## config.mk

```make
export PLATFORM = sky130hd
export DESIGN_NAME = alu_mult_seq
export DESIGN_NICKNAME = d
export VERILOG_FILES = /design/src/rtl/alu_mult_seq.sv
export SDC_FILE = /design/constraint.sdc
export NUM_CORES = 2
export LEC_CHECK = 0
export BUFFER_PORTS_ARGS = -buffer_cell sky130_fd_sc_hd__buf_2
export CORE_ASPECT_RATIO = 0.5
export CORE_MARGIN = 2
export CORE_UTILIZATION = 45
export CTS_BUF_LIST = sky130_fd_sc_hd__clkbuf_4 sky130_fd_sc_hd__clkbuf_8
export DETAILED_ROUTE_END_ITERATION = 12
export PLACE_DENSITY = 0.62
export REMOVE_ABC_BUFFERS = 1
export SYNTH_ARGS = -nofsm -noshare
export SYNTH_HDL_FRONTEND = slang
export SYNTH_SLANG_ARGS = --single-unit
```

## constraint.sdc

```tcl
create_clock -name CLK -period 14.2 [get_ports CLK]
set_clock_uncertainty 0.15 [all_clocks]
set_input_delay 1.42 -clock CLK [delete_from_list [all_inputs] [get_ports CLK]]
set_output_delay 1.42 -clock CLK [all_outputs]
set_load 0.01 [all_outputs]
```

## src/rtl/alu_mult_seq.sv

```systemverilog
// alu_mult_seq: sequential shift-add multiplier for MUL/MULH/MULHSU/MULHU/MULW.
// Operands are reduced to magnitudes at accept. Then RADIX_BITS multiplier bits
// are consumed per cycle. The sign is restored in a single FIX cycle.
// Optional feature: define ALU_MULT_ZERO_SKIP_EN to bypass iteration when an
// operand magnitude is zero.
module alu_mult_seq #(
  parameter int unsigned XLEN       = 64,
  parameter int unsigned RADIX_BITS = 4
) (
  input  logic            CLK,
  input  logic            RST,
  input  logic            flush,
  input  logic            in_valid,
  output logic            in_ready,
  input  logic [1:0]      op,
  input  logic            word,
  input  logic [XLEN-1:0] A,
  input  logic [XLEN-1:0] B,
  output logic            out_valid,
  input  logic            out_ready,
  output logic [XLEN-1:0] Result
);

  localparam int unsigned AccW     = 2 * XLEN;
  localparam int unsigned IterFull = XLEN / RADIX_BITS;
  localparam int unsigned IterWord = 32 / RADIX_BITS;
  localparam int unsigned CntW     = (IterFull > 1) ? $clog2(IterFull) : 1;

  localparam logic [1:0] StIdle = 2'd0;
  localparam logic [1:0] StBusy = 2'd1;
  localparam logic [1:0] StFix  = 2'd2;
  localparam logic [1:0] StDone = 2'd3;

  logic [1:0]      state_q, state_d;
  logic [1:0]      op_q, op_d;
  logic            word_q, word_d;
  logic            neg_q, neg_d;
  logic [AccW-1:0] mcand_q, mcand_d;
  logic [XLEN-1:0] mplier_q, mplier_d;
  logic [AccW-1:0] acc_q, acc_d;
  logic [CntW-1:0] cnt_q, cnt_d;
  logic [XLEN-1:0] result_q, result_d;

  logic            signed_a, signed_b, neg_in, skip;
  logic [XLEN-1:0] opa, opb, mag_a, mag_b;
  logic [AccW-1:0] partial, acc_fix;
  logic [XLEN-1:0] sel;

  // Operand conditioning at accept: select width, decide signedness, take magnitudes.
  always_comb begin
    signed_a = !word && (op == 2'b01 || op == 2'b10);
    signed_b = !word && (op == 2'b01);
    opa = A;
    opb = B;
    if (word) begin
      opa        = '0;
      opb        = '0;
      opa[31:0]  = A[31:0];
      opb[31:0]  = B[31:0];
    end
    // Negation of the most-negative value wraps to 2^(XLEN-1), which is the
    // correct unsigned magnitude.
    mag_a  = (signed_a && A[XLEN-1]) ? -A : opa;
    mag_b  = (signed_b && B[XLEN-1]) ? -B : opb;
    neg_in = (signed_a & A[XLEN-1]) ^ (signed_b & B[XLEN-1]);
`ifdef ALU_MULT_ZERO_SKIP_EN
    skip = (mag_a == '0) || (mag_b == '0);
`else
    skip = 1'b0;
`endif
  end

  // Partial product of the shifted multiplicand and the current multiplier digit.
  always_comb begin
    partial = '0;
    for (int i = 0; i < int'(RADIX_BITS); i++) begin
      if (mplier_q[i]) partial = partial + (mcand_q << i);
    end
  end

  // Sign restore and result selection used on the FIX cycle.
  always_comb begin
    acc_fix = neg_q ? -acc_q : acc_q;
    if (word_q) begin
      sel       = {XLEN{acc_fix[31]}};
      sel[31:0] = acc_fix[31:0];
    end else if (op_q == 2'b00) begin
      sel = acc_fix[XLEN-1:0];
    end else begin
      sel = acc_fix[AccW-1:XLEN];
    end
  end

  // Next-state logic; flush overrides every transition.
  always_comb begin
    state_d  = state_q;
    op_d     = op_q;
    word_d   = word_q;
    neg_d    = neg_q;
    mcand_d  = mcand_q;
    mplier_d = mplier_q;
    acc_d    = acc_q;
    cnt_d    = cnt_q;
    result_d = result_q;
    case (state_q)
      StIdle: begin
        if (in_valid) begin
          op_d     = op;
          word_d   = word;
          neg_d    = neg_in;
          mcand_d  = '0;
          mcand_d[XLEN-1:0] = mag_a;
          mplier_d = mag_b;
          acc_d    = '0;
          cnt_d    = word ? CntW'(IterWord - 1) : CntW'(IterFull - 1);
          state_d  = skip ? StFix : StBusy;
        end
      end
      StBusy: begin
        acc_d    = acc_q + partial;
        mcand_d  = mcand_q << RADIX_BITS;
        mplier_d = mplier_q >> RADIX_BITS;
        if (cnt_q == '0) begin
          state_d = StFix;
        end else begin
          cnt_d = cnt_q - CntW'(1);
        end
      end
      StFix: begin
        acc_d    = acc_fix;
        result_d = sel;
        state_d  = StDone;
      end
      StDone: begin
        if (out_ready) state_d = StIdle;
      end
      default: state_d = StIdle;
    endcase
    if (flush) state_d = StIdle;
  end

  // State registers with synchronous reset taking priority over flush.
  always_ff @(posedge CLK) begin
    if (RST) begin
      state_q  <= StIdle;
      op_q     <= '0;
      word_q   <= 1'b0;
      neg_q    <= 1'b0;
      mcand_q  <= '0;
      mplier_q <= '0;
      acc_q    <= '0;
      cnt_q    <= '0;
      result_q <= '0;
    end else begin
      state_q  <= state_d;
      op_q     <= op_d;
      word_q   <= word_d;
      neg_q    <= neg_d;
      mcand_q  <= mcand_d;
      mplier_q <= mplier_d;
      acc_q    <= acc_d;
      cnt_q    <= cnt_d;
      result_q <= result_d;
    end
  end

  assign in_ready  = (state_q == StIdle);
  assign out_valid = (state_q == StDone);
  assign Result    = result_q;

endmodule
```

==> summary.md <==
| Metric | Value |
|---|---|
| Status | completed |
| Minimum clock period | 13.55 ns |
| Nets | 8917 |
| Area leader, netlist | dfxtp_1 |
| Synth cell types | 108 |
| Root Buffer | clkbuf_8 |
| Die Y | 258 um |
| I/O pin count | 202 |
| Vias in the first global route | 58000 |
| Total GRT Usage | 32.1% |
| Crit path kind | flop to flop |
| Dominant cell by count in the synthesized netlist | nand2_1 |
| Max transition margin | 12.8% |
| Via density | 6.26 |
| WHS | 0.302 ns |
| Sequential cell area fraction in the yosys report | 13.6% |
| Synth area leaders | dfxtp_1, ha_1, a21oi_1 |
| # hold bufs at CTS | 0 |
| Mapped Cells | 8458 |
| TritonCTS clock tree | yes |
| Setup crit end kind | flop |
| Die width | 512 um |
| Worst EP required | 14.69 ns |
| H-Tree Depth | 3 |
| Drt total wl | 222 mm |
| Peak supply drop | 0.0693 mV |
| Clock Sinks | 394 |
| Avg Cell Area, Syn | 6.85 um^2 |
| Via count | 62900 |
| DP Wirelength | 173 mm |
| Slew @ Worst Pin | 1.30 ns |
| Die Area | 0.132 mm^2 |
| Main synth FF type | dfxtp_1 |
| First-pass DRT Iterations | 7 |
| Routability-driven placement congestion ratio | 1.02 |
| Lkg Pwr | 27.1 nW |
| Total gr overflow | 0 |
| Async SR Flop Fraction | 0% |
| DR iter-0 viols | 6546 |
| HP Class | flop to flop |
| Clock latency on the worst-skew pair | 0.80 ns |
| CP max-delay cell | a211oi_1 |
| Post-route cell area | 0.0617 mm^2 |
| Top achievable clock speed | 0.0738 GHz |
| Crit-path most repeated cell | ha_1 |
| Place WS | -0.326 ns |
| Bufs on Longest Clock Path | 3 |
| Commonest cells in the netlist | nand2_1, nor2_1, a21oi_1, o21ai_0, clkbuf_1 |
| First-pass GRT wire length | 340 mm |
| Final period util | 95.4% |
| Final WS setup | 0.652 ns |
| Rows | 93 |
| WL/cell | 22.1 um |
| Arrival @ worst endpoint | 14.04 ns |
| Post-synth EDFFs | 0 |
| Hold Vio Cnt, Final | 0 |
| Worst path max stage delay | 0.73 ns |
| Pwr/cell area | 61.0 mW/mm^2 |
| Largest net degree at the start of global routing | 183 |
| Drt drc | 0 |
| Ratio of cells with drive above 1 in the final layout | 8.89% |
| Core Footprint | 0.128 mm^2 |
| PortBufs | 201 |
| Reg clk slew, reported paths | 0.07 ns |
| Initial Util | 45.2% |
| Final setup fails | 0 |
| #FFs+latches synth | 394 |
| CP startpoint kind | flop |
| Synth top area share | 13.6% |
| Cts bufs inserted | 68 |
| Total power | 3.76 mW |
| Final Slew Violations | 0 |
| Multi-input logic area | 0.0474 mm^2 |
| Synth Warn # | 0 |
| Cell Area, Placed | 0.0599 mm^2 |
| Post-Syn Area | 0.0580 mm^2 |
| Post-DRT Antenna Nets | 0 |
| Fill cells | 13400 |
| Layout area overhead | 6.45% |
| MaxCap Viol Count | 0 |
| Worst-path fanout max | 7 |
| Reg area | 0.00791 mm^2 |
| Initial antenna violation count | 12 |
-- cells in the final DEF, fill, tap and decap left out, drive strengths merged, types with 41 or more instances in the layout --
cell / n
mux2: 163
a221oi: 116
and2: 119
a211oi: 81
o31ai: 110
nor2b: 70
xor2: 281
a31oi: 78
ha: 500
a22oi: 93
clkbuf: 98
inv: 237
nand3: 123
nor4: 60
nor3: 231
nand2b: 72
nor2: 913
o21ai: 585
o21bai: 127
o41ai: 41
o21a: 59
nand2: 956
a222oi: 52
a21oi: 896
o22ai: 45
buf: 311
or3: 68
dfxtp: 394
a21o: 348
xnor2: 439
nand4: 206
-- flip-flops by register name, summed over array words and instances, names as in the netlist --
name      flops
acc_q       128
mcand_q     128
Result       64
mplier_q     64
cnt_q         4
op_q          2
state_q       2
neg_q         1
word_q        1
-- layout make-up --
| cell class | instances | share of cell area, % |
|---|---|---|
| repair buffers | 312 | 3.14 |
| inverters | 234 | 1.42 |
| well taps | 1710 | 3.47 |
| multi-input cells | 7267 | 76.8 |
| clock inverters | 22 | 0.296 |
| clock buffers | 97 | 2.01 |
| diodes | 9 | 0.0365 |
| flip-flops and latches | 394 | 12.8 |
-- power breakdown --
part           leakage, nW  total (mW)  switching (mW)  internal [mW]
clock                0.745        1.16           0.576          0.589
sequential            3.20        1.23          0.0830           1.15
combinational         23.1        1.37           0.898          0.467
-- final timing paths --
kind / startpoint / slack [ns] / end / depth (start not counted)
setup / recovery: mcand_q[1] / 0.65 / acc_q[118] / 53
hold / removal: mplier_q[6] / 0.30 / mplier_q[6] / 2
setup reg to reg: mcand_q[1] / 0.65 / acc_q[118] / 53
hold reg to reg: mplier_q[6] / 0.30 / mplier_q[6] / 2
-- cell families after synthesis --
group,synth area share (%)
AOI/OAI and AO/OA,31.5
xor gates and xnor gates,10.9
adders and majority gates,10.9
buffers and inverters,5.25
DFF,13.6
muxes,3.81
and+or+nand+nor,24.0
-- repair_timing --
action	CTS	global route
pin swaps	0	5
gates cloned	0	1
setup endpoints to repair	1	36
gates resized for setup	3	61
setup buffers	0	4
-- critical path, delay by kind of cell (launching register included) --
| family | cells | cell delay [ns] |
|---|---|---|
| adders and majority gates | 5 | 1.77 |
| and+or+nand+nor | 14 | 3.00 |
| buffers and inverters | 3 | 0.19 |
| AOI/OAI and AO/OA | 25 | 6.58 |
| muxes | 2 | 0.60 |
| DFF | 1 | 0.40 |
| xor gates and xnor gates | 4 | 0.65 |
-- layer usage --
layer	part of all wire (%)	vias to the layer above	global-route usage, %
li1	-	30600	-
met1	45	29800	44.5
met2	44	2171	50.9
met3	8.6	293	6.65
met4	2.2	8	7.22
met5	0.020	-	0
-- metrics by stage --
stage	utilization, %	instances	TNS, ns
after floorplan	-	7895	-23.90
after global placement	46.7	9912	-0.0937
after detailed placement	46.7	9912	-0.326
after CTS	47.8	10000	0
after global routing	48.1	10000	-0.108
final	48.1	10000	0
(Power assumes the default switching activity.)
